**src/rtl/gpr_wb_queue_pkg.sv**
```systemverilog
// Shared constants for the GPR write-back queue: register-file enable polarity
// and default bus widths.
package gpr_wb_queue_pkg;

  localparam logic ENABLE_  = 1'b0;
  localparam logic DISABLE_ = 1'b1;

  localparam int REG_ADDR_W  = 5;
  localparam int WORD_DATA_W = 32;

  function automatic int cnt_w(input int depth);
    return $clog2(depth) + 1;
  endfunction

endpackage

```
**src/rtl/gpr_wb_fifo.sv**
```systemverilog
// Two-push / one-pop circular buffer. Lane 0 lands first, lane 1 directly behind it.
// Per-entry valid and address vectors are exported for the pending-write scoreboard.
module gpr_wb_fifo
  import gpr_wb_queue_pkg::*;
#(
  parameter int DEPTH  = 4,
  parameter int ADDR_W = REG_ADDR_W,
  parameter int DATA_W = WORD_DATA_W,
  parameter int CNT_W  = cnt_w(DEPTH)
) (
  input  logic                           clk,
  input  logic                           reset_,
  input  logic                           i_push0,
  input  logic [ADDR_W-1:0]              i_addr0,
  input  logic [DATA_W-1:0]              i_data0,
  input  logic                           i_push1,
  input  logic [ADDR_W-1:0]              i_addr1,
  input  logic [DATA_W-1:0]              i_data1,
  input  logic                           i_pop,
  output logic [ADDR_W-1:0]              o_head_addr,
  output logic [DATA_W-1:0]              o_head_data,
  output logic [CNT_W-1:0]               o_count,
  output logic [DEPTH-1:0]               o_ent_vld,
  output logic [DEPTH-1:0][ADDR_W-1:0]   o_ent_addr
);

  localparam int PTR_W = $clog2(DEPTH);

  logic [DEPTH-1:0]             r_vld;
  logic [DEPTH-1:0][ADDR_W-1:0] r_addr;
  logic [DEPTH-1:0][DATA_W-1:0] r_data;
  logic [PTR_W-1:0]             r_wptr;
  logic [PTR_W-1:0]             r_rptr;
  logic [CNT_W-1:0]             r_count;

  logic [PTR_W-1:0] w_slot1;

  // Lane 1 takes the slot after lane 0 only when lane 0 actually pushes.
  assign w_slot1 = r_wptr + PTR_W'(i_push0);

  always_ff @(posedge clk or negedge reset_) begin
    if (!reset_) begin
      r_vld   <= '0;
      r_addr  <= '0;
      r_data  <= '0;
      r_wptr  <= '0;
      r_rptr  <= '0;
      r_count <= '0;
    end else begin
      if (i_pop) begin
        r_vld[r_rptr] <= 1'b0;
        r_rptr        <= r_rptr + PTR_W'(1);
      end
      if (i_push0) begin
        r_vld[r_wptr]  <= 1'b1;
        r_addr[r_wptr] <= i_addr0;
        r_data[r_wptr] <= i_data0;
      end
      if (i_push1) begin
        r_vld[w_slot1]  <= 1'b1;
        r_addr[w_slot1] <= i_addr1;
        r_data[w_slot1] <= i_data1;
      end
      r_wptr  <= r_wptr + PTR_W'(i_push0) + PTR_W'(i_push1);
      r_count <= r_count + CNT_W'(i_push0) + CNT_W'(i_push1) - CNT_W'(i_pop);
    end
  end

  assign o_head_addr = r_addr[r_rptr];
  assign o_head_data = r_data[r_rptr];
  assign o_count     = r_count;
  assign o_ent_vld   = r_vld;
  assign o_ent_addr  = r_addr;

endmodule

```
**src/rtl/gpr_wb_queue.sv**
```systemverilog
// Write-back queue in front of the GPR file's single active-low write port.
// Accepts Mem (older) and Ex results, drains one per cycle, and answers busy queries for decode.
module gpr_wb_queue
  import gpr_wb_queue_pkg::*;
#(
  parameter int DEPTH  = 4,
  parameter int ADDR_W = REG_ADDR_W,
  parameter int DATA_W = WORD_DATA_W
) (
  input  logic                     clk,
  input  logic                     reset_,
  input  logic                     MemValid,
  output logic                     MemReady,
  input  logic [ADDR_W-1:0]        MemAddr,
  input  logic [DATA_W-1:0]        MemData,
  input  logic                     ExValid,
  output logic                     ExReady,
  input  logic [ADDR_W-1:0]        ExAddr,
  input  logic [DATA_W-1:0]        ExData,
  output logic                     WE_,
  output logic [ADDR_W-1:0]        WrAddr,
  output logic [DATA_W-1:0]        WrData,
  input  logic [ADDR_W-1:0]        QryAddr0,
  output logic                     QryBusy0,
  input  logic [ADDR_W-1:0]        QryAddr1,
  output logic                     QryBusy1,
  output logic [$clog2(DEPTH):0]   Count
);

  localparam int CNT_W = $clog2(DEPTH) + 1;

  logic [CNT_W-1:0]             w_count;
  logic [CNT_W-1:0]             w_free;
  logic                         w_empty;
  logic                         w_mem_push;
  logic                         w_ex_push;
  logic [ADDR_W-1:0]            w_head_addr;
  logic [DATA_W-1:0]            w_head_data;
  logic [DEPTH-1:0]             w_ent_vld;
  logic [DEPTH-1:0][ADDR_W-1:0] w_ent_addr;

  // Space is judged on the registered count only; this cycle's pop frees nothing yet.
  assign w_free     = CNT_W'(DEPTH) - w_count;
  assign w_empty    = (w_count == '0);
  assign MemReady   = (w_free >= CNT_W'(1));
  assign ExReady    = MemValid ? (w_free >= CNT_W'(2)) : (w_free >= CNT_W'(1));
  assign w_mem_push = MemValid & MemReady;
  assign w_ex_push  = ExValid & ExReady;

  gpr_wb_fifo #(
    .DEPTH (DEPTH),
    .ADDR_W(ADDR_W),
    .DATA_W(DATA_W),
    .CNT_W (CNT_W)
  ) u_fifo (
    .clk        (clk),
    .reset_     (reset_),
    .i_push0    (w_mem_push),
    .i_addr0    (MemAddr),
    .i_data0    (MemData),
    .i_push1    (w_ex_push),
    .i_addr1    (ExAddr),
    .i_data1    (ExData),
    .i_pop      (!w_empty),
    .o_head_addr(w_head_addr),
    .o_head_data(w_head_data),
    .o_count    (w_count),
    .o_ent_vld  (w_ent_vld),
    .o_ent_addr (w_ent_addr)
  );

  assign WE_    = w_empty ? DISABLE_ : ENABLE_;
  assign WrAddr = w_empty ? '0 : w_head_addr;
  assign WrData = w_empty ? '0 : w_head_data;
  assign Count  = w_count;

  always_comb begin
    QryBusy0 = 1'b0;
    QryBusy1 = 1'b0;
    for (int i = 0; i < DEPTH; i++) begin
      if (w_ent_vld[i] && (w_ent_addr[i] == QryAddr0)) QryBusy0 = 1'b1;
      if (w_ent_vld[i] && (w_ent_addr[i] == QryAddr1)) QryBusy1 = 1'b1;
    end
  end

endmodule

```
**config.mk**
```make
export PLATFORM = sky130hd
export DESIGN_NAME = gpr_wb_queue
export DESIGN_NICKNAME = d
export VERILOG_FILES = /design/src/rtl/gpr_wb_queue_pkg.sv /design/src/rtl/gpr_wb_fifo.sv /design/src/rtl/gpr_wb_queue.sv
export SDC_FILE = /design/constraint.sdc
export NUM_CORES = 1
export LEC_CHECK = 0
export BUFFER_PORTS_ARGS = -buffer_cell sky130_fd_sc_hd__buf_2
export CAP_MARGIN = 20
export CORE_ASPECT_RATIO = 2
export CORE_MARGIN = 2
export CORE_UTILIZATION = 53
export CTS_CLUSTER_DIAMETER = 30
export DETAILED_ROUTE_END_ITERATION = 10
export PLACE_DENSITY = 0.89
export SLEW_MARGIN = 40
export SYNTH_ARGS = -nofsm -noshare
export SYNTH_HDL_FRONTEND = slang
export SYNTH_HIERARCHICAL = 1
export SYNTH_SLANG_ARGS = --single-unit
```
**constraint.sdc**
```tcl
create_clock -name clk -period 2.7 [get_ports clk]
set_input_delay 0.27 -clock clk [delete_from_list [all_inputs] [get_ports clk]]
set_output_delay 0.27 -clock clk [all_outputs]
set_load 0.05 [all_outputs]
```
==> impl_table.tex, run 1 <==
\begin{tabular}{lr}
\hline
Metric & Value \\
\hline
\multicolumn{2}{l}{\textbf{Yosys}} \\
\quad Yosys warns & 6 \\
\quad EDFF count, synth & 0 \\
\quad Leading cell types by count after synthesis & 307 x sky130\_fd\_sc\_hd\_\_nand2\_1, 159 x sky130\_fd\_sc\_hd\_\_dfrtp\_1, 150 x sky130\_fd\_sc\_hd\_\_a31oi\_1 \\
\quad Leading post-synthesis cells by cell area & sky130\_fd\_sc\_hd\_\_dfrtp\_1 43\%, sky130\_fd\_sc\_hd\_\_nand2\_1 12\%, sky130\_fd\_sc\_hd\_\_a31oi\_1 10\% \\
\quad Synthesized net count & approximately 1100 \\
\quad Post-synthesis average cell area & approximately 8.9 µm² \\
\quad Post-Syn Instances & 1042 \\
\quad Biggest area consumer among synthesized cells & sky130\_fd\_sc\_hd\_\_dfrtp\_1 \\
\quad Synth unique cells & 32 \\
\quad Leading register cell type out of synthesis & sky130\_fd\_sc\_hd\_\_dfrtp\_1 \\
\quad Post-synthesis sequential area ratio & 0.4314 \\
\quad Portion of synthesized cell area occupied by the leading cell type & 0.4314 \\
\quad Most frequent cell after synthesis & sky130\_fd\_sc\_hd\_\_nand2\_1 \\
\quad Cell area after synthesis & 9224 µm² \\
\quad Synth async-reset ratio & 1.000 \\
\quad Count of state elements after synthesis & 159 \\
\multicolumn{2}{l}{\textbf{Worst setup path}} \\
\quad Critical Path Slowest Stage Cell & sky130\_fd\_sc\_hd\_\_dfrtp\_2 \\
\quad Critical path class & register to register \\
\quad Cells traversed along the worst timing path & inv\_2 -> ha\_4 -> ha\_4 -> nor2b\_4 -> o21ai\_4 -> and2\_4 -> inv\_2 -> ha\_4 -> inv\_2 -> fa\_2 -> fa\_2 -> xnor2\_2 -> xnor2\_1 \\
\quad Category of cells accounting for the largest share of critical-path delay & adder cells \\
\quad Worst path buffer plus inverter count & 3 \\
\quad Data required, critical path & 3050 ps \\
\quad Kind of start point of the critical path & register \\
\quad Worst setup EP type & register \\
\quad Worst path max stage delay & about 410 ps \\
\quad Largest fanout on the critical path & 2 \\
\quad Crit path arrival time & 2980 ps \\
\multicolumn{2}{l}{\textbf{Floorplanning}} \\
\quad Die width & 97.29 µm \\
\quad Starting utilization of the core area & 0.5367 \\
\quad Floorplan core area & 17190 µm² \\
\quad Io pins & 133 \\
\quad Die boundary height & 190.6 µm \\
\quad Cell row count & 68 \\
\quad Full die area & 18540 µm² \\
\multicolumn{2}{l}{\textbf{STA}} \\
\quad Number of pins exceeding their max-slew limit in the final report & 0 \\
\quad Final setup violating endpoints & 0 \\
\quad Setup skew after layout & 8.131 ps \\
\quad RSZ-0062 raised after global routing & true \\
\quad Max-Slew Margin vs Limit & 0.5275 \\
\quad Actual slew at the worst max-slew pin & 708.7 ps \\
\quad Top achievable clock speed & 0.3793 GHz \\
\quad Final Hold Fails & 0 \\
\quad Minimum period implied by the final worst setup slack & about 2600 ps \\
\quad Final critical-path share of the clock period & 0.9765 \\
\quad Final hold slack & about 130 ps \\
\multicolumn{2}{l}{\textbf{CTS}} \\
\quad Insertion delay to the later sink of the worst-skew pair & 430 ps \\
\quad Number of buffers created by CTS & 17 \\
\quad Level count of the clock H-tree & 4 \\
\quad Clock-pin slew of the registers on the worst-case setup and hold paths & 60 ps \\
\quad Sink count of the clock tree & 159 \\
\quad Clock tree from TritonCTS & done \\
\quad CTS Root Cell & sky130\_fd\_sc\_hd\_\_clkbuf\_16 \\
\quad Maximum clock path buffer count & 2 \\
\multicolumn{2}{l}{\textbf{Detailed routing}} \\
\quad Vias & $\sim$9000 \\
\quad Number of vias per cell & 6.736 \\
\quad First-pass iteration count of the detailed router & 8 \\
\quad Routed WL & 30970 µm \\
\quad Residual DRC & 0 \\
\quad Drt wl/cell & 22.51 µm \\
\quad 1st-iter DRT viols & 1206 \\
\quad Antenna Violating Nets Remaining & 0 \\
\multicolumn{2}{l}{\textbf{Global route}} \\
\quad Overflow left after global routing & 0 \\
\quad Number of antenna violations at the first check in global routing & 1 \\
\quad GRT Util Overall & 0.3346 \\
\quad Pin count of the biggest net entering global routing & 75 \\
\quad Wire length of the first global-routing pass & 48940 µm \\
\quad Vias in the first global route & 9393 \\
\multicolumn{2}{l}{\textbf{Finish}} \\
\quad Signed area change from the synthesized netlist to the final layout & 19.97\% \\
\quad Total of fill cells in the finished design & 1281 \\
\quad Ratio of cells with drive above 1 in the final layout & 0.2472 \\
\quad Final standard cell area without fillers & 11070 µm² \\
\quad Final nets & around 1300 \\
\multicolumn{2}{l}{\textbf{Placement}} \\
\quad Hpwl dp & roughly 19000 µm \\
\quad Routability congestion estimate from global placement & 0.8963 \\
\quad Port-buffer cells & 132 \\
\quad Placed cell area & 10380 µm² \\
\multicolumn{2}{l}{\textbf{Job}} \\
\quad Max-cap check violation count & 0 \\
\multicolumn{2}{l}{\textbf{Outcome}} \\
\quad Status & complete, no violations \\
\multicolumn{2}{l}{\textbf{Min path}} \\
\quad Classification of the worst-slack hold path & input pin to register \\
\hline
\end{tabular}
## layout by cell type, fill, tap and decap left out, types with 4 or more instances in the layout
cell	count
sky130_fd_sc_hd__clkbuf_16	17
sky130_fd_sc_hd__xnor2_1	10
sky130_fd_sc_hd__buf_6	4
sky130_fd_sc_hd__ha_1	8
sky130_fd_sc_hd__nor4_1	7
sky130_fd_sc_hd__buf_2	131
sky130_fd_sc_hd__inv_2	4
sky130_fd_sc_hd__a21oi_1	4
sky130_fd_sc_hd__clkinv_2	5
sky130_fd_sc_hd__buf_4	35
sky130_fd_sc_hd__nand2_1	305
sky130_fd_sc_hd__dfrtp_1	154
sky130_fd_sc_hd__inv_1	6
sky130_fd_sc_hd__nor3_1	148
sky130_fd_sc_hd__dfrtp_2	5
sky130_fd_sc_hd__nor2b_1	38
sky130_fd_sc_hd__a31oi_1	150
sky130_fd_sc_hd__mux4_2	37
sky130_fd_sc_hd__xor2_1	33
sky130_fd_sc_hd__nand3_1	6
sky130_fd_sc_hd__buf_12	15
## flip-flops by register name (all words and copies together), names as in the netlist
signal and cells:
u_fifo/r_data 128, u_fifo/o_ent_addr 20, u_fifo/o_ent_vld 4, u_fifo/o_count 3
u_fifo/r_rptr 2, u_fifo/r_wptr 2
## what timing repair did
action                                  4_1_cts  5_1_grt
hold buffers                                  1        0
setup buffers                                 0        3
gates resized for setup                       1        9
endpoints found under the hold margin        70        0
endpoints found under the setup margin        5       25
pin swaps                                     0        8
## routing by layer
metal | vias to the layer above | track usage | part of all wire
met5 | - | 0 | 0
met4 | 0 | 0.2270 | 0.060
met3 | 206 | 0.06195 | 0.11
met2 | 804 | 0.5502 | 0.50
met1 | 4358 | 0.3985 | 0.33
li1 | 3901 | - | -
## layout make-up
cell class	count	area, µm²	area share
antenna	1	2.502	0.0002261
inverter	10	37.54	0.003392
clock buffer	20	466.7	0.04218
timing repair buffer	186	1274	0.1151
tap	210	262.8	0.02374
clock inverter	11	138.9	0.01255
sequential	159	3985	0.3601
multi-input combinational	779	4898	0.4427
## worst register-to-register path: cells and delay by family (launching register included)
family	cells	cell delay, ps
AO/OA/AOI/OAI	1	50
XOR/XNOR	2	330
adder cells (fa/ha/maj)	5	1330
buffers and inverters	3	150
flip-flops	1	410
AND/OR/NAND/NOR	2	290
## cell families after synthesis
logic type	count (synthesis)	synth area share
AO/OA/AOI/OAI	156	0.1050
XOR/XNOR	46	0.04531
adder cells (fa/ha/maj)	13	0.01926
buffers and inverters	104	0.05290
flip-flops	159	0.4314
multiplexers	37	0.09034
AND/OR/NAND/NOR	527	0.2558
## per-stage QoR
| stage | worst slack, ps | TNS (ps) | std cells | util |
|---|---|---|---|---|
| floorplan | -228.4 | -18050 | 1042 | - |
| global placement | 105.6 | 0 | 1340 | 0.6040 |
| detailed placement | 20.96 | 0 | 1340 | 0.6040 |
| CTS | 57.17 | 0 | 1372 | 0.6400 |
| global route | -45.49 | -45.97 | 1376 | 0.6439 |
| finish | 63.58 | 0 | 1376 | 0.6439 |
## final timing paths
check | start | end | slack [ps] | depth (start not counted)
max | u_fifo/o_count[1] | u_fifo/o_count[2] | 60 | 13
min | MemData[11] | u_fifo/r_data[43] | 130 | 3
max reg2reg | u_fifo/o_count[1] | u_fifo/o_count[2] | 60 | 13
min reg2reg | u_fifo/r_data[63] | u_fifo/r_data[63] | 540 | 2
max in group asynchronous | reset_ | u_fifo/r_data[111] | 1560 | 3
min in group asynchronous | reset_ | u_fifo/r_data[38] | 440 | 2
Power of run 1 is not shown: default switching activity piles up to over one toggle a cycle in this logic, so the estimate is an artifact.
==> inputs of run 2 (changes only) <==
--- a/config.mk
+++ b/config.mk
@@ -9,10 +9,11 @@
 export CAP_MARGIN = 20
 export CORE_ASPECT_RATIO = 2
 export CORE_MARGIN = 2
-export CORE_UTILIZATION = 53
+export CORE_UTILIZATION = 30
 export CTS_CLUSTER_DIAMETER = 30
 export DETAILED_ROUTE_END_ITERATION = 10
-export PLACE_DENSITY = 0.89
+export PLACE_DENSITY = 0.5
+export RECOVER_POWER = 100
 export SLEW_MARGIN = 40
 export SYNTH_ARGS = -nofsm -noshare
 export SYNTH_HDL_FRONTEND = slang
==> run 2 against run 1 <==
  * The flow now finishes with violations (max-capacitance violations, max-slew violations)
  * Global-route usage is 11 points lower
  * Clock skew is 1.8 ps higher
  * Final area is 1.4% higher
  * First-iteration DRC count is 44% lower
  * Via count is 8.0% lower
  * Register-to-register slack better by 20 ps
  * Maximum frequency is 0.92% higher
  * Clock-buffer cell count is 3 higher
  * Die area is 74% higher
  * Critical endpoint unchanged
==> impl_table.tex, run 2 (synthesis results as in run 1) <==
\begin{tabular}{lr}
\hline
Metric & Value \\
\hline
\multicolumn{2}{l}{\textbf{Outcome}} \\
\quad Status & complete, but fails checks \\
\quad Failing checks & max-capacitance violations, max-slew violations \\
\multicolumn{2}{l}{\textbf{STA}} \\
\quad Number of pins exceeding their max-slew limit in the final report & 61 (+61) \\
\quad Final critical-path share of the clock period & 0.9675 (-0.008918) \\
\quad Top achievable clock speed & 0.3828 GHz (+0.92\%) \\
\quad Minimum period implied by the final worst setup slack & 2612 ps (-24.08 ps) \\
\quad Max-Slew Margin vs Limit & -0.1941 (-0.7216) \\
\quad Final hold slack & 119.5 ps (-7.039 ps) \\
\quad Actual slew at the worst max-slew pin & 1791 ps (+1082 ps) \\
\quad Final Hold Fails & 0 (unchanged) \\
\quad Final setup violating endpoints & 0 (unchanged) \\
\quad Setup skew after layout & 9.898 ps (+1.768 ps) \\
\quad RSZ-0062 raised after global routing & true \\
\quad Final setup margin & 87.66 ps (+24.08 ps) \\
\multicolumn{2}{l}{\textbf{Worst setup path}} \\
\quad Worst reg2reg path depth & 12 (-1) \\
\quad Critical Path Slowest Stage Cell & sky130\_fd\_sc\_hd\_\_dfrtp\_2 \\
\quad Data required, critical path & 3030 ps (-20 ps) \\
\quad Worst path buffer plus inverter count & 3 (unchanged) \\
\quad Cells traversed along the worst timing path & buf\_4 -> ha\_1 -> nor3\_2 -> o21ai\_4 -> and2\_4 -> inv\_2 -> ha\_4 -> inv\_2 -> fa\_2 -> fa\_2 -> xnor2\_2 -> xnor2\_1 \\
\quad Worst path max stage delay & 410 ps (about the same) \\
\quad Reg-to-reg startpoint & u\_fifo/o\_count[0] \\
\quad Largest fanout on the critical path & 5 (+3) \\
\quad Kind of start point of the critical path & register \\
\quad Critical path class & register to register \\
\quad Category of cells accounting for the largest share of critical-path delay & adder cells \\
\quad Worst r2r dst & u\_fifo/o\_count[2] \\
\quad Crit path arrival time & 2940 ps (-40 ps) \\
\quad Critical path launch point & u\_fifo/o\_count[0] \\
\quad Slack of the worst reg-to-reg path & 90 ps (+20 ps) \\
\quad Worst setup EP type & register \\
\multicolumn{2}{l}{\textbf{CTS}} \\
\quad CTS Root Cell & sky130\_fd\_sc\_hd\_\_clkbuf\_16 \\
\quad Maximum clock path buffer count & 2 (unchanged) \\
\quad Sink count of the clock tree & 159 (unchanged) \\
\quad Clock tree from TritonCTS & done \\
\quad Number of buffers created by CTS & 17 (unchanged) \\
\quad Clock-pin slew of the registers on the worst-case setup and hold paths & 70 ps (about the same) \\
\quad Insertion delay to the later sink of the worst-skew pair & 440 ps (about the same) \\
\quad Level count of the clock H-tree & 4 (unchanged) \\
\multicolumn{2}{l}{\textbf{Global route}} \\
\quad Vias in the first global route & 8867 (-5.6\%) \\
\quad GRT Util Overall & 0.2223 (-0.1122) \\
\quad Pin count of the biggest net entering global routing & 63 (-16\%) \\
\quad Number of antenna violations at the first check in global routing & 2 (+1) \\
\quad Overflow left after global routing & 0 (unchanged) \\
\quad Wire length of the first global-routing pass & 54160 µm (+11\%) \\
\multicolumn{2}{l}{\textbf{Detailed routing}} \\
\quad Routed WL & 35020 µm (+13\%) \\
\quad 1st-iter DRT viols & 672 (-44\%) \\
\quad Drt wl/cell & 22.83 µm (+1.4\%) \\
\quad Number of vias per cell & 5.557 (-17\%) \\
\quad First-pass iteration count of the detailed router & 5 (-3) \\
\quad Vias & 8525 (-8.0\%) \\
\quad Antenna Violating Nets Remaining & 0 (unchanged) \\
\quad Residual DRC & 0 (unchanged) \\
\multicolumn{2}{l}{\textbf{Floorplanning}} \\
\quad Die boundary height & 252.0 µm (+32\%) \\
\quad Floorplan core area & 30180 µm² (+76\%) \\
\quad Starting utilization of the core area & 0.3056 (-0.2311) \\
\quad Full die area & 32250 µm² (+74\%) \\
\quad Die width & 128.0 µm (+32\%) \\
\quad Cell row count & 90 (+32\%) \\
\quad Io pins & 133 (unchanged) \\
\multicolumn{2}{l}{\textbf{Finish}} \\
\quad Ratio of cells with drive above 1 in the final layout & 0.2414 (-0.005801) \\
\quad Top register by number of flip-flops & u\_fifo/r\_data \\
\quad Flip-flop count of the largest register, all copies and words added & 128 (unchanged) \\
\quad Signed area change from the synthesized netlist to the final layout & 21.70\% \\
\quad Total of fill cells in the finished design & 3104 (+140\%) \\
\quad Final nets & 1254 (unchanged) \\
\quad Most used cells in the layout excluding fill and tap cells & 305 x sky130\_fd\_sc\_hd\_\_nand2\_1, 154 x sky130\_fd\_sc\_hd\_\_dfrtp\_1, 150 x sky130\_fd\_sc\_hd\_\_a31oi\_1 \\
\quad Most common cell after layout, fill and taps aside & sky130\_fd\_sc\_hd\_\_nand2\_1 \\
\multicolumn{2}{l}{\textbf{Min path}} \\
\quad HP Start & MemData[4] \\
\quad Classification of the worst-slack hold path & input pin to register \\
\quad Cell depth of the worst hold path & 3 (unchanged) \\
\quad Capture endpoint of the worst hold path & u\_fifo/r\_data[4] \\
\multicolumn{2}{l}{\textbf{Placement}} \\
\quad Routability congestion estimate from global placement & 0.8038 (-10\%) \\
\quad Post-Place Setup Slack & 57.62 ps (+36.66 ps) \\
\quad Port-buffer cells & 132 (unchanged) \\
\quad Hpwl dp & 22430 µm (+16\%) \\
\multicolumn{2}{l}{\textbf{Job}} \\
\quad Max-cap check violation count & 1 (+1) \\
\hline
\end{tabular}
## run 2: metrics by stage
stage | setup TNS, ps | utilization | std cells | area, µm²
floorplan | -18050 | - | 1042 | 9299
global placement | 0 | 0.3512 | 1499 | 10600
detailed placement | 0 | 0.3512 | 1499 | 10600
CTS | 0 | 0.3699 | 1530 | 11160
global route | -20.02 | 0.3720 | 1534 | 11230
finish | 0 | 0.3720 | 1534 | 11230
## run 2: routing by layer
layer  vias to the layer above  GRT usage  part of all wire
li1                       3892          -                 -
met1                      4217     0.2667              0.39
met2                       354     0.3895              0.53
met3                        62    0.03880             0.054
met4                         0    0.09231             0.027
met5                         -          0                 0
## run 2: worst register-to-register path: cells and delay by family (launching register included)
| kind | cells | cell delay [ps] |
|---|---|---|
| flip-flops | 1 | 410 |
| adder cells (fa/ha/maj) | 4 | 1100 |
| XOR/XNOR | 2 | 260 |
| buffers and inverters | 3 | 250 |
| AO/OA/AOI/OAI | 1 | 70 |
| AND/OR/NAND/NOR | 2 | 420 |
## run 2: repair_timing
item / in CTS / in global routing
hold buffers: 1 / 0
buffers inserted: 0 / 2
hold endpoints to repair: 60 / 0
gates resized for setup: 0 / 11
endpoints found under the setup margin: 0 / 125
## run 2: final cells by class
class / instances / area, µm² / share of cell area
Multi-Input combinational cell: 779 / 4903 / 0.4368
Sequential cell: 159 / 3985 / 0.3550
Timing Repair Buffer: 186 / 1279 / 0.1139
Clock buffer: 23 / 467.9 / 0.04169
Tap cell: 368 / 460.4 / 0.04102
Clock inverter: 7 / 87.58 / 0.007802
Inverter: 10 / 37.54 / 0.003344
Antenna cell: 2 / 5.005 / 0.0004458
## run 2: how the worst max path moves through the flow
| stage | to | slack, ps | cells after the start |
|---|---|---|---|
| floorplan | u_fifo/o_count[2] | -230 | 13 |
| global placement | u_fifo/o_count[2] | 90 | 12 |
| detailed placement | u_fifo/r_data[26] | 60 | 11 |
| CTS | u_fifo/r_data[26] | 40 | 11 |
| global route | u_fifo/o_count[2] | -20 | 13 |
| finish | u_fifo/o_count[2] | 90 | 12 |
Power of run 2 is left out for the same reason.
